File: src/rtl/regfile_2r1w_sb.sv
// rtl/regfile_2r1w_sb.sv - 2-read/1-write register file with write bypass and busy scoreboard
// Optional: define REGFILE_R0_ZERO_EN to hardwire register 0 to zero and never reserve it.
module regfile_2r1w_sb #(
    parameter int DATA_W   = 8,
    parameter int ADDR_W   = 3,
    parameter int NUM_REGS = 8
) (
    input  logic                clk,
    input  logic                rst_n,
    input  logic                rd_en_a,
    input  logic [ADDR_W-1:0]   rd_addr_a,
    output logic [DATA_W-1:0]   rd_data_a,
    output logic                rd_busy_a,
    input  logic                rd_en_b,
    input  logic [ADDR_W-1:0]   rd_addr_b,
    output logic [DATA_W-1:0]   rd_data_b,
    output logic                rd_busy_b,
    input  logic                wr_en,
    input  logic [ADDR_W-1:0]   wr_addr,
    input  logic [DATA_W-1:0]   wr_data,
    input  logic                rsv_en,
    input  logic [ADDR_W-1:0]   rsv_addr,
    output logic [NUM_REGS-1:0] busy_vec
);

    localparam logic [ADDR_W:0] NREGS = (ADDR_W+1)'(NUM_REGS);

    logic [DATA_W-1:0]   regs [NUM_REGS];
    logic [NUM_REGS-1:0] busy;
    logic [NUM_REGS-1:0] busy_next;
    logic                wr_ok;
    logic                rsv_ok;
    logic [DATA_W-1:0]   eff_a;
    logic [DATA_W-1:0]   eff_b;
    logic                nb_a;
    logic                nb_b;

    // Out-of-range strobes are dropped here so nothing downstream sees them.
    always_comb begin
        wr_ok  = wr_en  && ({1'b0, wr_addr}  < NREGS);
        rsv_ok = rsv_en && ({1'b0, rsv_addr} < NREGS);
`ifdef REGFILE_R0_ZERO_EN
        if (wr_addr == '0) begin
            wr_ok = 1'b0;
        end
        if (rsv_addr == '0) begin
            rsv_ok = 1'b0;
        end
`endif
    end

    // A reservation in the same cycle as the releasing write wins.
    always_comb begin
        busy_next = busy;
        for (int i = 0; i < NUM_REGS; i++) begin
            if (wr_ok && (wr_addr == ADDR_W'(i))) begin
                busy_next[i] = 1'b0;
            end
            if (rsv_ok && (rsv_addr == ADDR_W'(i))) begin
                busy_next[i] = 1'b1;
            end
        end
    end

    always_comb begin
        eff_a = '0;
        eff_b = '0;
        nb_a  = 1'b0;
        nb_b  = 1'b0;
        for (int i = 0; i < NUM_REGS; i++) begin
            if (rd_addr_a == ADDR_W'(i)) begin
                eff_a = regs[i];
                nb_a  = busy_next[i];
            end
            if (rd_addr_b == ADDR_W'(i)) begin
                eff_b = regs[i];
                nb_b  = busy_next[i];
            end
        end
        if (wr_ok && (wr_addr == rd_addr_a)) begin
            eff_a = wr_data;
        end
        if (wr_ok && (wr_addr == rd_addr_b)) begin
            eff_b = wr_data;
        end
    end

    always_ff @(posedge clk or negedge rst_n) begin
        if (!rst_n) begin
            for (int i = 0; i < NUM_REGS; i++) begin
                regs[i] <= '0;
            end
            busy      <= '0;
            rd_data_a <= '0;
            rd_busy_a <= 1'b0;
            rd_data_b <= '0;
            rd_busy_b <= 1'b0;
        end else begin
            for (int i = 0; i < NUM_REGS; i++) begin
                if (wr_ok && (wr_addr == ADDR_W'(i))) begin
                    regs[i] <= wr_data;
                end
            end
            busy <= busy_next;
            if (rd_en_a) begin
                rd_data_a <= eff_a;
                rd_busy_a <= nb_a;
            end
            if (rd_en_b) begin
                rd_data_b <= eff_b;
                rd_busy_b <= nb_b;
            end
        end
    end

    assign busy_vec = busy;

endmodule
File: config.mk
export PLATFORM = sky130hd
export DESIGN_NAME = regfile_2r1w_sb
export DESIGN_NICKNAME = d
export VERILOG_FILES = /design/src/rtl/regfile_2r1w_sb.sv
export SDC_FILE = /design/constraint.sdc
export NUM_CORES = 1
export LEC_CHECK = 0
export ABC_CLOCK_PERIOD_IN_PS = 1750
export BUFFER_PORTS_ARGS = -buffer_cell sky130_fd_sc_hd__buf_4
export CORE_UTILIZATION = 35
export CTS_CLUSTER_SIZE = 10
export DETAILED_ROUTE_END_ITERATION = 7
export PLACE_DENSITY = 0.63
export REMOVE_ABC_BUFFERS = 1
export SLEW_MARGIN = 10
export SYNTH_ARGS = -nofsm -noshare
export SYNTH_HDL_FRONTEND = slang
export SYNTH_SLANG_ARGS = --single-unit
export TNS_END_PERCENT = 20
File: constraint.sdc
create_clock -name clk -period 1.75 [get_ports clk]
set_input_delay 0.175 -clock clk [delete_from_list [all_inputs] [get_ports clk]]
set_output_delay 0.175 -clock clk [all_outputs]
set_load 0.03 [all_outputs]
==> impl_metrics.toml, run 1 <==
[setup_path]
path_cells = "mux2_2 -> a22o_1 -> a21oi_1 -> a22oi_1 -> mux2_2"
startpoint_type = "flop"
worstPathMaxFanout = 3
slowest_delay_ns = 0.40
critPathCaptureType = "flop"
reg2reg_slack_ns = 0.26
slowest_stage = "dfrtp_1"
rr_endpoint = "rd_data_a[7]"
crit_required_ns = 1.98
crit_arrival_ns = 1.72
rr_startpoint = "regs[7]"
crit_type = "flop to flop"
rr_worst_depth = 5
crit_path_frequent_cell = "mux2_2"

[finish]
mostFrequentLayoutCells = "90 x dfrtp_1, 89 x buf_4, 63 x nand2_1"
syn2layout_area_growth_pct = 21.6
nNetsFinal = 582
layout_commonest_cell = "dfrtp_1"
diodes = 0
drive_above_1_share_pct = 33.4

[synthesis]
ys_warn_count = 0
avgSynthCellArea_um2 = 10.3
synth_edf_count = 0
synth-seq-cells = 90
synth_area_um2 = 5100
postSynthCellCount = 497
async_flop_share_pct = 100
seq_area_frac_synth_pct = 44.2
synth_cell_types = 56
ys_dominant_reg_cell = "dfrtp_1"

[global_routing]
grt_pass1_wl_mm = 24.4
grt_util_all_layers_pct = 22.0
antenna_found_initial = 0
overflow = 0
grt_pass1_vias = 4339
grt_max_degree = 44

[sta]
hold_viol = 0
tns_ns = 0
max-slew-margin-rel_pct = 62.3
fin_ws_ns = 0.260
finalSetupViolCount = 0
maxSlewViolCount = 0
tightest_slew_ns = 0.558
rsz0062_at_grt = "no"
timing.final.crit_share_pct = 85.1
max_freq_mhz = 671
skew_ns = 0.00457
post-route-min-period_ns = 1.49

[run_status]
run_status = "complete, no violations"

[drt]
first_iter_violations = 268
ant_nets = 0
wl_per_cell_um = 20.9
vias_per_cell = 5.84
via_count = 4322
drcViolationCount = 0
first_pass_iters = 5
wl_mm = 15.5

[placed_design]
gp_congestion = 0.941
dpl_worst_slack_ns = -0.00823
place_hpwl_mm = 10.8
numPortBuffers = 51

[clock_network]
root_buffer = "clkbuf_16"
post_cts_buffers = 0
htreeDepth = 3
numCtsBuffers = 9
insertion_delay_ns = 0.35
cts_tree = "yes"
cts.reportedPaths.clkPinSlew_ns = 0.06
cts_num_sinks = 90
clockBufferDepth = 2

[die]
die_y_um = 123
design.die.area_um2 = 15100
coreArea_um2 = 14000
fp.dieW_um = 123
ioPinCount = 52
rows = 43
initial_core_util_pct = 36.3

[job]
maxCapViolCount = 0

[power]
seqPwrFrac_pct = 43.4
pwr-share-comb_pct = 26.8
p_sw_share_pct = 31.4
p_per_area_nw_per_um2 = 1050
p_leak_nw = 2.73
ir_drop_mv = 0.535
p_sw_mw = 2.05
power.internal_mw = 4.49
pwr-share-clk_pct = 29.8

[worst_hold_path]
holdPathStages = 3
worstHoldStart = "wr_data[5]"
min_to = "regs[45]"
hold_class = "input pin to flop"
[state kept, by name, summed over array words and instances, names as in the netlist]
name       count
regs          64
busy_vec       8
rd_data_a      8
rd_data_b      8
rd_busy_a      1
rd_busy_b      1
[power groups by stage]
| stage | Clock [mW] | Sequential [mW] | Combinational [mW] |
|---|---|---|---|
| after floorplan | 0 | 2.99 | 0.852 |
| after global placement | 0 | 2.84 | 1.71 |
| after detailed placement | 0 | 2.86 | 1.75 |
| after CTS | 1.99 | 2.83 | 1.76 |
| after global routing | 2.08 | 2.89 | 1.90 |
| final | 1.95 | 2.84 | 1.75 |
[worst max-delay path: cells and delay by family, from the launching register on]
family	cells	cell delay, ns
multiplexers	2	0.53
AO/OA/AOI/OAI	3	0.45
flip-flops	1	0.40
[Yosys cell counts, drive strengths merged (3+ instances only)]
library cell   n  area [um2]
dfrtp         90        2250
nand2         63         236
mux2          59         664
clkbuf        31         116
a21oi         27         135
o21ai         24         120
a22oi         18         135
mux2i         18         180
nor2          18        67.6
buf           16        86.3
o211ai        12        90.1
inv            9        33.8
nor2b          9        56.3
and3b          7        61.3
o21ba          7        70.1
o2bb2ai        7        61.3
xnor2          6        52.6
nand2b         5        31.3
nand4          5        31.3
nor3           5        25.0
mux4           4        90.1
nor3b          4        30.0
nor4bb         4        40.0
a222oi         3        30.0
a311oi         3        26.3
a31oi          3        18.8
nand4b         3        26.3
o221ai         3        26.3
o22ai          3        18.8
or2            3        18.8
[worst max-delay path by stage]
stage	startpoint	endpoint	cells after the start
floorplan	wr_en	rd_busy_b	5
global placement	wr_addr[0]	rd_busy_b	6
detailed placement	wr_addr[0]	rd_busy_a	7
CTS	regs[7]	rd_data_a[7]	5
global route	regs[7]	rd_data_a[7]	5
finish	regs[7]	rd_data_a[7]	5
[final cells by class]
class                      instances  area [um2]
tap                              180         225
sequential                        90        2250
clock buffer                      12         246
inverter                           9        33.8
timing repair buffer              95         778
multi-input combinational        351        2620
fill                            1328        7840
clock inverter                     3        40.0
[per-layer routing]
layer	wire length, um	GRT usage, %	vias to the layer above
met5	0	0	-
met4	469	9.83	0
met3	924	3.76	28
met2	7160	34.8	169
met1	6930	29.5	2177
li1	-	-	1948
[metrics by stage]
stage	util [%]	total power [mW]	area, um2	instances	hold WS (ns)
6_report	44.1	6.54	6200	740	0.0974
5_1_grt	44.1	6.88	6200	740	0.104
4_1_cts	44.1	6.57	6200	740	0.0909
3_5_place_dp	42.0	4.62	5900	724	0.170
3_3_place_gp	42.0	4.54	5900	724	0.168
2_1_floorplan	-	3.85	4900	450	-0.121
[timing repair]
action                                 CTS  global route
gates resized for setup                  0             0
hold buffers                             1             0
endpoints found under the hold margin   33             0
[cells by family (layout without fill, tap and decap cells)]
logic type / after synthesis / after routing / share of synthesized area [%]
xor gates and xnor gates: 6 / 6 / 1.03
AOI/OAI and AO/OA: 126 / 126 / 17.4
buffers and inverters: 56 / 119 / 4.64
muxes: 81 / 81 / 18.3
and+or+nand+nor: 138 / 138 / 14.4
DFF: 90 / 90 / 44.2
Note: power is estimated with default switching activity, not from simulation.
==> run 2: changes to the inputs <==
--- a/config.mk
+++ b/config.mk
@@ -8,6 +8,7 @@
 export ABC_CLOCK_PERIOD_IN_PS = 1750
 export BUFFER_PORTS_ARGS = -buffer_cell sky130_fd_sc_hd__buf_4
 export CORE_UTILIZATION = 35
+export CTS_BUF_LIST = sky130_fd_sc_hd__clkbuf_4 sky130_fd_sc_hd__clkbuf_8
 export CTS_CLUSTER_SIZE = 10
 export DETAILED_ROUTE_END_ITERATION = 7
 export PLACE_DENSITY = 0.63
==> impl_metrics.toml, run 2 (synthesis gave the netlist of run 1 again) <==
[sta]
hold_viol = 0
max_freq_mhz = 659
post-route-min-period_ns = 1.52
skew_ns = 0.00719
maxSlewViolCount = 0
finalSetupViolCount = 0
rsz0062_at_grt = "no"
hold_ws_ns = 0.0704
timing.final.crit_share_pct = 86.7
tightest_slew_ns = 0.534
max-slew-margin-rel_pct = 63.9
tns_ns = 0

[job]
maxCapViolCount = 0

[clock_network]
cts_resized = 0
clockBufferDepth = 2
cts_tree = "yes"
insertion_delay_ns = 0.37
numCtsBuffers = 9
htreeDepth = 3
cts.reportedPaths.clkPinSlew_ns = 0.09
root_buffer = "clkbuf_8"
cts_num_sinks = 90

[setup_path]
critPathCaptureType = "flop"
startpoint_type = "flop"
path_cells = "mux2_2 -> a22o_1 -> a21oi_1 -> a22oi_1 -> mux2_2"
crit_required_ns = 2.01
crit_arrival_ns = 1.78
slowest_delay_ns = 0.40
crit_path_frequent_cell = "mux2_2"
worstPathMaxFanout = 3
slowest_stage = "dfrtp_1"
crit_type = "flop to flop"

[die]
ioPinCount = 52
fp.dieW_um = 123
design.die.area_um2 = 15100
initial_core_util_pct = 36.3
die_y_um = 123
coreArea_um2 = 14000
rows = 43

[drt]
ant_nets = 0
wl_met2_mm = 7.09
first_pass_iters = 5
wl_per_cell_um = 21.0
wl_mm = 15.6
drcViolationCount = 0
topRoutingLayerUsed = "met4"
first_iter_violations = 321
via_count = 4294
wl_met1_mm = 6.81
met3_length_mm = 1.03
vias_per_cell = 5.80

[power]
ir_drop_mv = 0.318
p_leak_nw = 2.69
p_per_area_nw_per_um2 = 992

[global_routing]
grt_util_all_layers_pct = 22.0
grt_max_degree = 44
grt_pass1_vias = 4372
grt_pass1_wl_mm = 24.4
antenna_found_initial = 0
overflow = 0

[finish]
nNetsFinal = 582
largest_reg_flops = 64
layout_commonest_cell = "dfrtp_1"
final_cells = 740
final_util_pct = 43.5
drive_above_1_share_pct = 33.8
nFillCells = 1334
top_register = "regs"
syn2layout_area_growth_pct = 19.7
diodes = 0
mostFrequentLayoutCells = "90 x dfrtp_1, 89 x buf_4, 63 x nand2_1"

[placed_design]
numPortBuffers = 51
dp_cells = 724
gp_congestion = 0.941
place_hpwl_mm = 10.8

[run_status]
run_status = "complete, no violations"

[worst_hold_path]
hold_class = "input pin to flop"
==> run 2: final cells by class <==
class	instances	area, um2	area share (%)
clock buffer	12	153	2.50
inverter	9	33.8	0.553
tap	180	225	3.69
clock inverter	3	40.0	0.656
sequential	90	2250	36.9
timing repair buffer	95	778	12.7
multi-input combinational	351	2620	43.0
==> run 2: repair_timing <==
action | 4_1_cts | 5_1_grt
hold buffers | 1 | 0
setup buffers | 0 | 0
hold endpoints to repair | 33 | 0
==> run 2: final timing paths <==
| check | depth (start not counted) | start | slack (ns) | end |
|---|---|---|---|---|
| setup / recovery | 5 | regs[7] | 0.23 | rd_data_a[7] |
| hold / removal | 3 | wr_data[5] | 0.07 | regs[45] |
| setup reg to reg | 5 | regs[7] | 0.23 | rd_data_a[7] |
| hold reg to reg | 2 | regs[58] | 0.51 | regs[58] |
| max in group asynchronous | 3 | rst_n | 0.82 | regs[49] |
| min in group asynchronous | 2 | rst_n | 0.30 | rd_data_a[3] |
==> run 2: power breakdown <==
group | switching, mW | leakage [nW] | internal, mW
sequential | 0.327 | 1.08 | 2.51
combinational | 0.911 | 1.51 | 0.840
clock | 0.752 | 0.103 | 0.720
total | 1.99 | 2.69 | 4.07
==> run 2: routing by layer <==
metal | vias to the layer above | track usage (%)
li1 | 1943 | -
met1 | 2154 | 29.1
met2 | 160 | 34.1
met3 | 37 | 4.09
met4 | 0 | 11.8
met5 | - | 0
==> run 2: per-stage QoR <==
step	setup slack, ns	area [um2]	power (mW)
6_report	0.234	6100	6.06
5_1_grt	0.155	6100	6.39
4_1_cts	0.238	6100	6.09
3_5_place_dp	-0.00823	5900	4.62
3_3_place_gp	0.00302	5900	4.54
2_1_floorplan	-0.372	4900	3.85
==> run 2: critical path: cells and delay by family (launching register included) <==
kind               cells  cell delay, ns
AOI/OAI and AO/OA      3            0.46
DFF                    1            0.40
muxes                  2            0.53
